**config.mk**
```make
export PLATFORM = sky130hd
export DESIGN_NAME = collision_event_sequencer_flat
export DESIGN_NICKNAME = d
export VERILOG_FILES = /design/src/rtl/collision_event_sequencer_if.sv /design/src/rtl/collision_event_sequencer.sv /design/src/flat_wrapper.sv
export SDC_FILE = /design/constraint.sdc
export NUM_CORES = 1
export LEC_CHECK = 0
export CAP_MARGIN = 15
export CELL_PAD_IN_SITES_DETAIL_PLACEMENT = 0
export CELL_PAD_IN_SITES_GLOBAL_PLACEMENT = 1
export CORE_MARGIN = 8
export CORE_UTILIZATION = 29
export DETAILED_ROUTE_END_ITERATION = 16
export HOLD_SLACK_MARGIN = 0.02
export PLACE_DENSITY_LB_ADDON = 0.05
export SLEW_MARGIN = 5
export SYNTH_ARGS = -nofsm -noshare
export SYNTH_HDL_FRONTEND = slang
export SYNTH_SLANG_ARGS = --single-unit
```
**constraint.sdc**
```tcl
create_clock -name clk -period 2.77 [get_ports clk]
set_clock_uncertainty 0.05 [all_clocks]
set_input_delay 0.277 -clock clk [delete_from_list [all_inputs] [get_ports clk]]
set_output_delay 0.277 -clock clk [all_outputs]
set_load 0.03 [all_outputs]
```
**src/rtl/collision_event_sequencer_if.sv**
```systemverilog
// Bundle between the pixel priority mixer / frame timing and the game-event sequencer.
// The master side produces frame pulses, restart and the collision flags, and the
// slave side (the sequencer) returns the game-state outputs.
interface collision_event_sequencer_if;
  logic       start_of_frame;
  logic       restart;
  logic       collision_building_1;
  logic       collision_building_2;
  logic [2:0] collision_lightning;
  logic       collision_bird;
  logic       destructed_building_1;
  logic       destructed_building_2;
  logic [2:0] lightning_rearm;
  logic [1:0] lives;
  logic [7:0] score;
  logic       invulnerable;
  logic       game_over;

  modport master (
    output start_of_frame, restart,
    output collision_building_1, collision_building_2, collision_lightning, collision_bird,
    input  destructed_building_1, destructed_building_2, lightning_rearm,
    input  lives, score, invulnerable, game_over
  );

  modport slave (
    input  start_of_frame, restart,
    input  collision_building_1, collision_building_2, collision_lightning, collision_bird,
    output destructed_building_1, destructed_building_2, lightning_rearm,
    output lives, score, invulnerable, game_over
  );
endinterface

```
**src/rtl/collision_event_sequencer.sv**
```systemverilog
// Frame-rate game-event controller. Collision flags from the mixer are OR-accumulated
// across a frame; at each frame boundary the accumulated snapshot drives building
// destruction, lightning re-arm pulses, lives/invulnerability, score and game over.
module collision_event_sequencer #(
  parameter int LIVES_INIT      = 3,
  parameter int DESTRUCT_FRAMES = 30,
  parameter int INVULN_FRAMES   = 60
) (
  input  logic                          clk,
  input  logic                          resetN,
  collision_event_sequencer_if.slave    bus
);

  typedef enum logic [1:0] {PLAY, COOLDOWN, GAME_OVER} state_t;

  localparam logic [1:0] LIVES_LOAD = 2'(LIVES_INIT);
  localparam logic [7:0] DCNT_LOAD  = 8'(DESTRUCT_FRAMES);
  localparam logic [7:0] ICNT_LOAD  = 8'(INVULN_FRAMES);

  // Flag vector layout: {building_1, building_2, lightning[2:0], bird}
  logic [5:0]      cur;
  logic [5:0]      snap;
  logic            any_lightning;

  state_t          state_q, state_d;
  logic [5:0]      lat_q, lat_d;
  logic [1:0]      dest_q, dest_d;     // bit 0 = building 1, bit 1 = building 2
  logic [1:0][7:0] dcnt_q, dcnt_d;
  logic [7:0]      icnt_q, icnt_d;
  logic [2:0]      rearm_q, rearm_d;
  logic [1:0]      lives_q, lives_d;
  logic [7:0]      score_q, score_d;
  logic [1:0]      new_cnt;

  // Score increment that sticks at the 8-bit ceiling instead of wrapping.
  function automatic logic [7:0] sat_add(input logic [7:0] a, input logic [1:0] b);
    logic [8:0] s;
    s = {1'b0, a} + {7'b0, b};
    return s[8] ? 8'hFF : s[7:0];
  endfunction

  assign cur = {bus.collision_building_1, bus.collision_building_2,
                bus.collision_lightning, bus.collision_bird};
  // A flag seen in the boundary cycle itself still belongs to the closing frame.
  assign snap          = lat_q | cur;
  assign any_lightning = |snap[3:1];

  // Frame latch, per-frame game actions and the PLAY/COOLDOWN/GAME_OVER transitions.
  always_comb begin
    state_d = state_q;
    lat_d   = lat_q | cur;
    dest_d  = dest_q;
    dcnt_d  = dcnt_q;
    icnt_d  = icnt_q;
    rearm_d = 3'b000;
    lives_d = lives_q;
    score_d = score_q;
    new_cnt = 2'd0;

    unique case (state_q)
      GAME_OVER: begin
        // Restart outranks a coincident frame boundary; that frame's snapshot is dropped.
        if (bus.restart) begin
          state_d = PLAY;
          lat_d   = '0;
          dest_d  = '0;
          dcnt_d  = '0;
          icnt_d  = '0;
          lives_d = LIVES_LOAD;
          score_d = 8'd0;
        end else if (bus.start_of_frame) begin
          lat_d = '0;
        end
      end
      default: begin
        if (bus.start_of_frame) begin
          lat_d   = '0;
          rearm_d = snap[3:1];
          for (int n = 0; n < 2; n++) begin
            if (dest_q[n]) begin
              // Re-hits during the destruction period neither restart nor score.
              dcnt_d[n] = dcnt_q[n] - 8'd1;
              if (dcnt_q[n] == 8'd1) dest_d[n] = 1'b0;
            end else if (snap[5-n] && any_lightning) begin
              dest_d[n] = 1'b1;
              dcnt_d[n] = DCNT_LOAD;
              new_cnt   = new_cnt + 2'd1;
            end
          end
          score_d = sat_add(score_q, new_cnt);

          if (state_q == COOLDOWN) begin
            icnt_d = icnt_q - 8'd1;
            if (icnt_q == 8'd1) state_d = PLAY;
          end else if (snap[0]) begin
            if (lives_q == 2'd1) begin
              lives_d = 2'd0;
              state_d = GAME_OVER;
            end else begin
              lives_d = lives_q - 2'd1;
              icnt_d  = ICNT_LOAD;
              state_d = COOLDOWN;
            end
          end
        end
      end
    endcase
  end

  // State and counter registers; reset discards any frame or countdown in progress.
  always_ff @(posedge clk or negedge resetN) begin
    if (!resetN) begin
      state_q <= PLAY;
      lat_q   <= '0;
      dest_q  <= '0;
      dcnt_q  <= '0;
      icnt_q  <= '0;
      rearm_q <= '0;
      lives_q <= LIVES_LOAD;
      score_q <= '0;
    end else begin
      state_q <= state_d;
      lat_q   <= lat_d;
      dest_q  <= dest_d;
      dcnt_q  <= dcnt_d;
      icnt_q  <= icnt_d;
      rearm_q <= rearm_d;
      lives_q <= lives_d;
      score_q <= score_d;
    end
  end

  assign bus.destructed_building_1 = dest_q[0];
  assign bus.destructed_building_2 = dest_q[1];
  assign bus.lightning_rearm       = rearm_q;
  assign bus.lives                 = lives_q;
  assign bus.score                 = score_q;
  assign bus.invulnerable          = (state_q == COOLDOWN);
  assign bus.game_over             = (state_q == GAME_OVER);

endmodule

```
**src/flat_wrapper.sv**
```systemverilog
// flat-port wrapper written by rule: the top's interface ports become plain ports
module collision_event_sequencer_flat 
#(
  parameter int LIVES_INIT      = 3,
  parameter int DESTRUCT_FRAMES = 30,
  parameter int INVULN_FRAMES   = 60
)
  (clk, resetN, bus_start_of_frame, bus_restart, bus_collision_building_1, bus_collision_building_2, bus_collision_lightning, bus_collision_bird, bus_destructed_building_1, bus_destructed_building_2, bus_lightning_rearm, bus_lives, bus_score, bus_invulnerable, bus_game_over);
  collision_event_sequencer_if bus_i ();
  input  logic clk;
  input  logic resetN;
  input wire logic [$bits(bus_i.start_of_frame)-1:0] bus_start_of_frame;
  input wire logic [$bits(bus_i.restart)-1:0] bus_restart;
  input wire logic [$bits(bus_i.collision_building_1)-1:0] bus_collision_building_1;
  input wire logic [$bits(bus_i.collision_building_2)-1:0] bus_collision_building_2;
  input wire logic [$bits(bus_i.collision_lightning)-1:0] bus_collision_lightning;
  input wire logic [$bits(bus_i.collision_bird)-1:0] bus_collision_bird;
  output wire logic [$bits(bus_i.destructed_building_1)-1:0] bus_destructed_building_1;
  output wire logic [$bits(bus_i.destructed_building_2)-1:0] bus_destructed_building_2;
  output wire logic [$bits(bus_i.lightning_rearm)-1:0] bus_lightning_rearm;
  output wire logic [$bits(bus_i.lives)-1:0] bus_lives;
  output wire logic [$bits(bus_i.score)-1:0] bus_score;
  output wire logic [$bits(bus_i.invulnerable)-1:0] bus_invulnerable;
  output wire logic [$bits(bus_i.game_over)-1:0] bus_game_over;
  assign bus_i.start_of_frame = bus_start_of_frame;
  assign bus_i.restart = bus_restart;
  assign bus_i.collision_building_1 = bus_collision_building_1;
  assign bus_i.collision_building_2 = bus_collision_building_2;
  assign bus_i.collision_lightning = bus_collision_lightning;
  assign bus_i.collision_bird = bus_collision_bird;
  assign bus_destructed_building_1 = bus_i.destructed_building_1;
  assign bus_destructed_building_2 = bus_i.destructed_building_2;
  assign bus_lightning_rearm = bus_i.lightning_rearm;
  assign bus_lives = bus_i.lives;
  assign bus_score = bus_i.score;
  assign bus_invulnerable = bus_i.invulnerable;
  assign bus_game_over = bus_i.game_over;
  collision_event_sequencer #(.LIVES_INIT(LIVES_INIT), .DESTRUCT_FRAMES(DESTRUCT_FRAMES), .INVULN_FRAMES(INVULN_FRAMES)) u_core (.clk(clk), .resetN(resetN), .bus(bus_i));
endmodule
```
==> metrics.yaml, run 1 <==
worst_hold_path:
  min-delay-start: "bus_collision_lightning[2]"
  hp-class: "in2reg"
layout:
  layout.cells.most_common_list: "dfrtp_1, nor2_1, nand2_1"
  drive_above_1_share_pct: 13.37
  synthToLayoutAreaGrowth_pct: 25.51
  nNetsFinal: 351
  final_common_cell: "dfrtp_1"
  utilization_pct: 37.38
  num_antenna_cells: 0
yosys:
  synthArstFlopShare_pct: 100.0
  synth-seq-cells: 47
  synth_area_mm2: 0.002585
  synth_cell_types: 45
  synth_warnings: 0
  synthFlopType: "dfrtp_1"
  syn-num-nets: 307
  synth_area_per_cell_um2: 9.102
  ys_seq_area_share_pct: 45.60
  synthCells: 284
  synth-edff-count: 0
floorplanning:
  die_h_um: 110.4
  die_area_mm2: 0.01219
  core_area_mm2: 0.008678
  die_w_um: 110.4
  rows: 34
  initial_core_util_pct: 29.79
  ios: 27
critical_path:
  startpoint: "u_core.lat_q[3]"
  critical_path_peak_fanout: 4
  crit_end: "u_core.bus.score[1]"
  crit_required_ns: 2.94
  r2r_cells: 9
  crit_arrival_ns: 2.80
  end_kind: "flop"
  r2r_slack_ns: 0.14
  worstSetupPathType: "reg2reg"
  reg2reg_to: "u_core.bus.score[1]"
  cp-start-kind: "flop"
  timing.rr.start: "u_core.lat_q[3]"
route:
  dr.first_iter.drc_count: 40
  avgRoutedWirePerCell_um: 15.56
  post-route-drc-count: 0
  dr.pass1.iters: 5
  wl_um: 6800
  ant_nets: 0
  via_per_inst: 5.085
  dr_total_vias: 2222
power:
  ir_worst_vdd_uv: 343.9
  p_seq_share_pct: 38.2
  switchingPower_mw: 1.314
  p_int_mw: 1.798
  power_leakage_nw: 1.406
  combPwrFrac_pct: 46.9
  clock_power_share_pct: 14.9
  p_sw_share_pct: 42.22
  power.density_mw_per_mm2: 959.3
flow_run:
  max_cap_viol_count: 0
timing:
  fin_crit_sh_pct: 94.97
  setup_viol: 0
  max_freq_mhz: 380.1
  period_minus_slack_ns: 2.631
  final_hold_viol_count: 0
  drv_slew: 0
  hold_ws_ns: 0.2834
  worst_pin_slew_ns: 0.6661
  relSlewSlack_pct: 54.45
clocking:
  htreeDepth: 2
  clk_path_buf_depth: 2
  cts_tree: "built"
  insertion_delay_ns: 0.30
  cts_made_buffers: 5
  clkTransAtPathRegs_ns: 0.09
  cts-root-buf: "clkbuf_8"
  cts.sinks: 47
global_route:
  antenna_found_initial: 0
  gr-total-overflow: 0
  grt_pass1_wl_um: 11520
  grt_pass1_vias: 2208
  grt_max_degree: 19
  grt_usage_pct: 11.15
place:
  io_buffers: 26
  hpwl_um: 4953
  place.gp.congestion: 0.7592
run_status:
  outcome: "completed"
## metal layers
| metal | part of all wire, % | up-vias | track usage (%) |
|---|---|---|---|
| li1 | - | 1119 | - |
| met1 | 51 | 1068 | 15.32 |
| met2 | 45 | 30 | 17.13 |
| met3 | 3.6 | 5 | 2.868 |
| met4 | 0.81 | 0 | 2.162 |
| met5 | 0 | - | 0 |
## synth_stat cells, drive strengths merged, types with 5 or more instances
library cell | count | area [um2]
a31oi | 11 | 68.82
clkbuf | 10 | 37.54
dfrtp | 45 | 1126
inv | 14 | 52.55
and3 | 5 | 31.28
nor3 | 6 | 30.03
nand2 | 28 | 105.1
a21oi | 16 | 80.08
nor2 | 35 | 131.4
o21ai | 20 | 100.1
nor4 | 5 | 31.28
nand2b | 5 | 31.28
ha | 12 | 150.1
nand3 | 10 | 50.05
## sequential cells by signal (all words and copies together) (netlist names)
signal                      cells
u_core.dcnt_q                  16
u_core.bus.score                8
u_core.icnt_q                   8
u_core.lat_q                    6
u_core.bus.lightning_rearm      3
u_core.bus.lives                2
u_core.dest_q                   2
u_core.state_q                  2
## metrics by stage
stage / worst slack [ns] / std cells / area (um2) / TNS, ns / power [mW]
CTS: 0.01451 / 435 / 3198 / 0 / 3.144
global placement: -0.3043 / 426 / 3079 / -2.005 / 2.653
detailed placement: -0.4169 / 426 / 3079 / -2.847 / 2.656
floorplan: 0.1273 / 284 / 2591 / 0 / 2.122
finish: 0.1393 / 437 / 3244 / 0 / 3.112
global route: -0.002328 / 437 / 3244 / -0.002328 / 3.383
## power by group through the flow
| stage | clock, mW | combinational (mW) | sequential [mW] |
|---|---|---|---|
| detailed placement | 0 | 1.46 | 1.20 |
| global placement | 0 | 1.45 | 1.20 |
| CTS | 0.489 | 1.47 | 1.19 |
| global route | 0.512 | 1.64 | 1.23 |
| finish | 0.465 | 1.46 | 1.19 |
| floorplan | 0 | 0.851 | 1.27 |
## critical path, stage by stage (launching register included)
cell      delay, ns
dfrtp_1        0.42
nor4_4         0.39
a211oi_2       0.13
ha_1           0.29
mux2_2         0.14
ha_2           0.16
inv_1          0.05
fa_2           0.33
or3_4          0.42
a31oi_1        0.18
## kinds of logic (layout without fill, tap and decap cells)
group | after synthesis | after routing | share of synthesized area [%]
buffers and inverters | 24 | 69 | 3.485
adder cells (fa/ha/maj) | 13 | 13 | 6.583
flip-flops | 47 | 47 | 45.60
AO/OA/AOI/OAI | 78 | 78 | 19.75
multiplexers | 4 | 4 | 1.597
AND/OR/NAND/NOR | 118 | 118 | 22.99
## area by class of cell
cell class	count	area [um2]
tap	108	135.1
fill	946	5434
clock buffer	8	100.1
timing repair buffer	47	417.9
multi-input combinational	213	1360
inverter	14	52.55
sequential	47	1179
## worst min-delay path by stage
stage | to | depth (start not counted) | slack, ns
2_1_floorplan | u_core.bus.lightning_rearm[0] | 0 | -0.07
3_3_place_gp | u_core.dcnt_q[14] | 1 | 0.18
3_5_place_dp | u_core.dcnt_q[14] | 1 | 0.17
4_1_cts | u_core.dcnt_q[14] | 2 | 0.39
5_1_grt | u_core.lat_q[3] | 3 | 0.29
6_report | u_core.lat_q[3] | 3 | 0.28
## timing repair
action                                  in CTS  in global routing
hold endpoints to repair                    13                  0
setup buffers                                0                  2
hold buffers                                 1                  0
resized for setup                            1                  9
pin swaps                                    1                  3
endpoints found under the setup margin       6                  7
No activity file was read; power rests on OpenSTA's default activity.
==> run 2, diff against run 1 <==
==> constraint.sdc (replaced) <==
create_clock -name clk -period 2.77 [get_ports clk]
set_clock_uncertainty 0.05 [all_clocks]
set_input_delay 0.6925 -clock clk [delete_from_list [all_inputs] [get_ports clk]]
set_output_delay 0.6925 -clock clk [all_outputs]
set_load 0.03 [all_outputs]
==> run 2 against run 1 <==
Net effect:
- global-route usage grew 0.35 points
- clock power grew 17%
- critical endpoint is now u_core.bus.score[6]
- utilization grew 0.71 points
- register-to-register slack gained 0.02 ns
- largest power group unchanged
- via count grew 0.59%
- worst hold slack gained 0.018 ns
- cell area grew 1.9%
==> metrics.yaml, run 2 (synthesis gave the netlist of run 1 again) <==
run_status:
  outcome: "completed"
critical_path:
  worstSetupPathType: "in2reg"
  slowest_stage: "mux2_4"
  critical_path_peak_fanout: 5
  end_kind: "flop"
  cp-start-kind: "input pin"
  slowest_delay_ns: 0.28
  crit_chain: "clkdlybuf4s15_1, nor4_4, buf_4, a211oi_4, ha_1, mux2_4, ha_4, inv_2, fa_2, nor2_1, and4b_1, a211oi_2"
  crit_required_ns: 2.95
  crit_arrival_ns: 2.86
route:
  via_per_inst: 5.103
  dr.first_iter.drc_count: 79
  wl_um: 6916
  avgRoutedWirePerCell_um: 15.79
  dr.pass1.iters: 4
  ant_nets: 0
  dr_total_vias: 2235
  post-route-drc-count: 0
clocking:
  clk_path_buf_depth: 2
  cts-root-buf: "clkbuf_8"
  htreeDepth: 2
  cts_made_buffers: 5
  cts.sinks: 47
  insertion_delay_ns: 0.31
  cts_tree: "built"
  clkTransAtPathRegs_ns: 0.10
  hold_buffers: 0
timing:
  drv_slew: 0
  relSlewSlack_pct: 54.24
  period_minus_slack_ns: 2.677
  final_hold_viol_count: 0
  worst_pin_slew_ns: 0.6691
  setup_viol: 0
  fin_crit_sh_pct: 96.64
  fin_tns_setup_ns: 0
  hold_ws_ns: 0.3016
  rsz0062_at_grt: "no"
  max_freq_mhz: 373.6
floorplanning:
  core_area_mm2: 0.008678
  die_area_mm2: 0.01219
  initial_core_util_pct: 29.79
  rows: 34
  die_w_um: 110.4
  ios: 27
  die_h_um: 110.4
global_route:
  antenna_found_initial: 0
  grt_usage_pct: 11.50
  grt_max_degree: 22
  grt_pass1_vias: 2198
  grt_pass1_wl_um: 11700
  gr-total-overflow: 0
worst_hold_path:
  hp-class: "in2async"
layout:
  final_area_mm2: 0.003306
  largest_reg_flops: 16
  drive_above_1_share_pct: 15.15
  final_common_cell: "dfrtp_1"
  seq_area_mm2: 0.001179
  largest_register: "u_core.dcnt_q"
  layout.cells.most_common_list: "dfrtp_1, nor2_1, nand2_1"
  fill_cells: 919
  nNetsFinal: 352
  num_antenna_cells: 0
  multiInputGateArea_mm2: 0.001390
  synthToLayoutAreaGrowth_pct: 27.88
power:
  power.density_mw_per_mm2: 972.8
  ir_worst_vdd_uv: 446.1
  power_leakage_nw: 1.447
flow_run:
  max_cap_viol_count: 0
place:
  placed_area_mm2: 0.003141
  hpwl_um: 4953
  place.gp.congestion: 0.7292
  io_buffers: 26
## run 2: cell types whose count changed in the layout (fill, tap and decap cells not counted), sizes merged
| cell | delta |
|---|---|
| clkdlybuf4s50 | -4 |
| buf | +2 |
| bufinv | +1 |
| clkbuf | -1 |
| clkdlybuf4s15 | +1 |
| clkinv | +1 |
| dlygate4sd2 | +1 |
| dlygate4sd3 | -1 |
| dlymetal6s2s | +1 |
## run 2: where the power goes
| group | internal (mW) | switching (mW) |
|---|---|---|
| Combinational | 0.657 | 0.807 |
| Sequential | 0.933 | 0.276 |
| Clock | 0.293 | 0.250 |
| Total | 1.88 | 1.33 |
## run 2: final timing paths
path	cells after the start	end	slack (ns)	start
max	12	u_core.bus.score[6]	0.09	bus_collision_lightning[2]
min	1	u_core.dcnt_q[14]	0.30	resetN
max reg2reg	10	u_core.bus.score[3]	0.16	u_core.lat_q[2]
min reg2reg	2	u_core.icnt_q[1]	0.46	u_core.icnt_q[1]
max in group asynchronous	2	u_core.bus.lives[1]	1.68	resetN
min in group clk	2	u_core.icnt_q[1]	0.46	u_core.icnt_q[1]
## run 2: stage by stage
stage	total power, mW	cells	util (%)	setup slack [ns]
after global routing	3.510	438	38.09	0.03701
after floorplan	2.153	284	-	-0.02396
after CTS	3.264	437	37.82	0.0005047
after global placement	2.685	427	36.19	-0.5649
final	3.216	438	38.09	0.09302
after detailed placement	2.686	427	36.19	-0.5927
## run 2: cell type report
class | count | area share (%)
clock buffer | 6 | 2.498
clock inverter | 2 | 1.060
inverter | 14 | 1.590
multi-input combinational | 213 | 42.05
sequential | 47 | 35.65
tap | 108 | 4.088
timing repair buffer | 48 | 13.06
## run 2: repair_timing
item / in CTS / in global routing
pin swaps: 7 / 5
gates cloned: 0 / 0
gates resized for setup: 6 / 8
endpoints found under the setup margin: 8 / 6
setup buffers: 2 / 1
## run 2: layer usage
metal	part of all wire [%]	up-vias	GRT usage (%)
li1	-	1127	-
met4	1.1	0	2.973
met3	2.9	6	2.597
met1	52	1070	15.64
met2	44	32	17.81
met5	0	-	0
## run 2: critical path, delay by kind of cell
| family | cells | cell delay, ns |
|---|---|---|
| compound gates | 2 | 0.45 |
| simple gates | 3 | 0.32 |
| buf+inv | 3 | 0.44 |
| fa+ha+maj | 3 | 0.67 |
| mux | 1 | 0.28 |
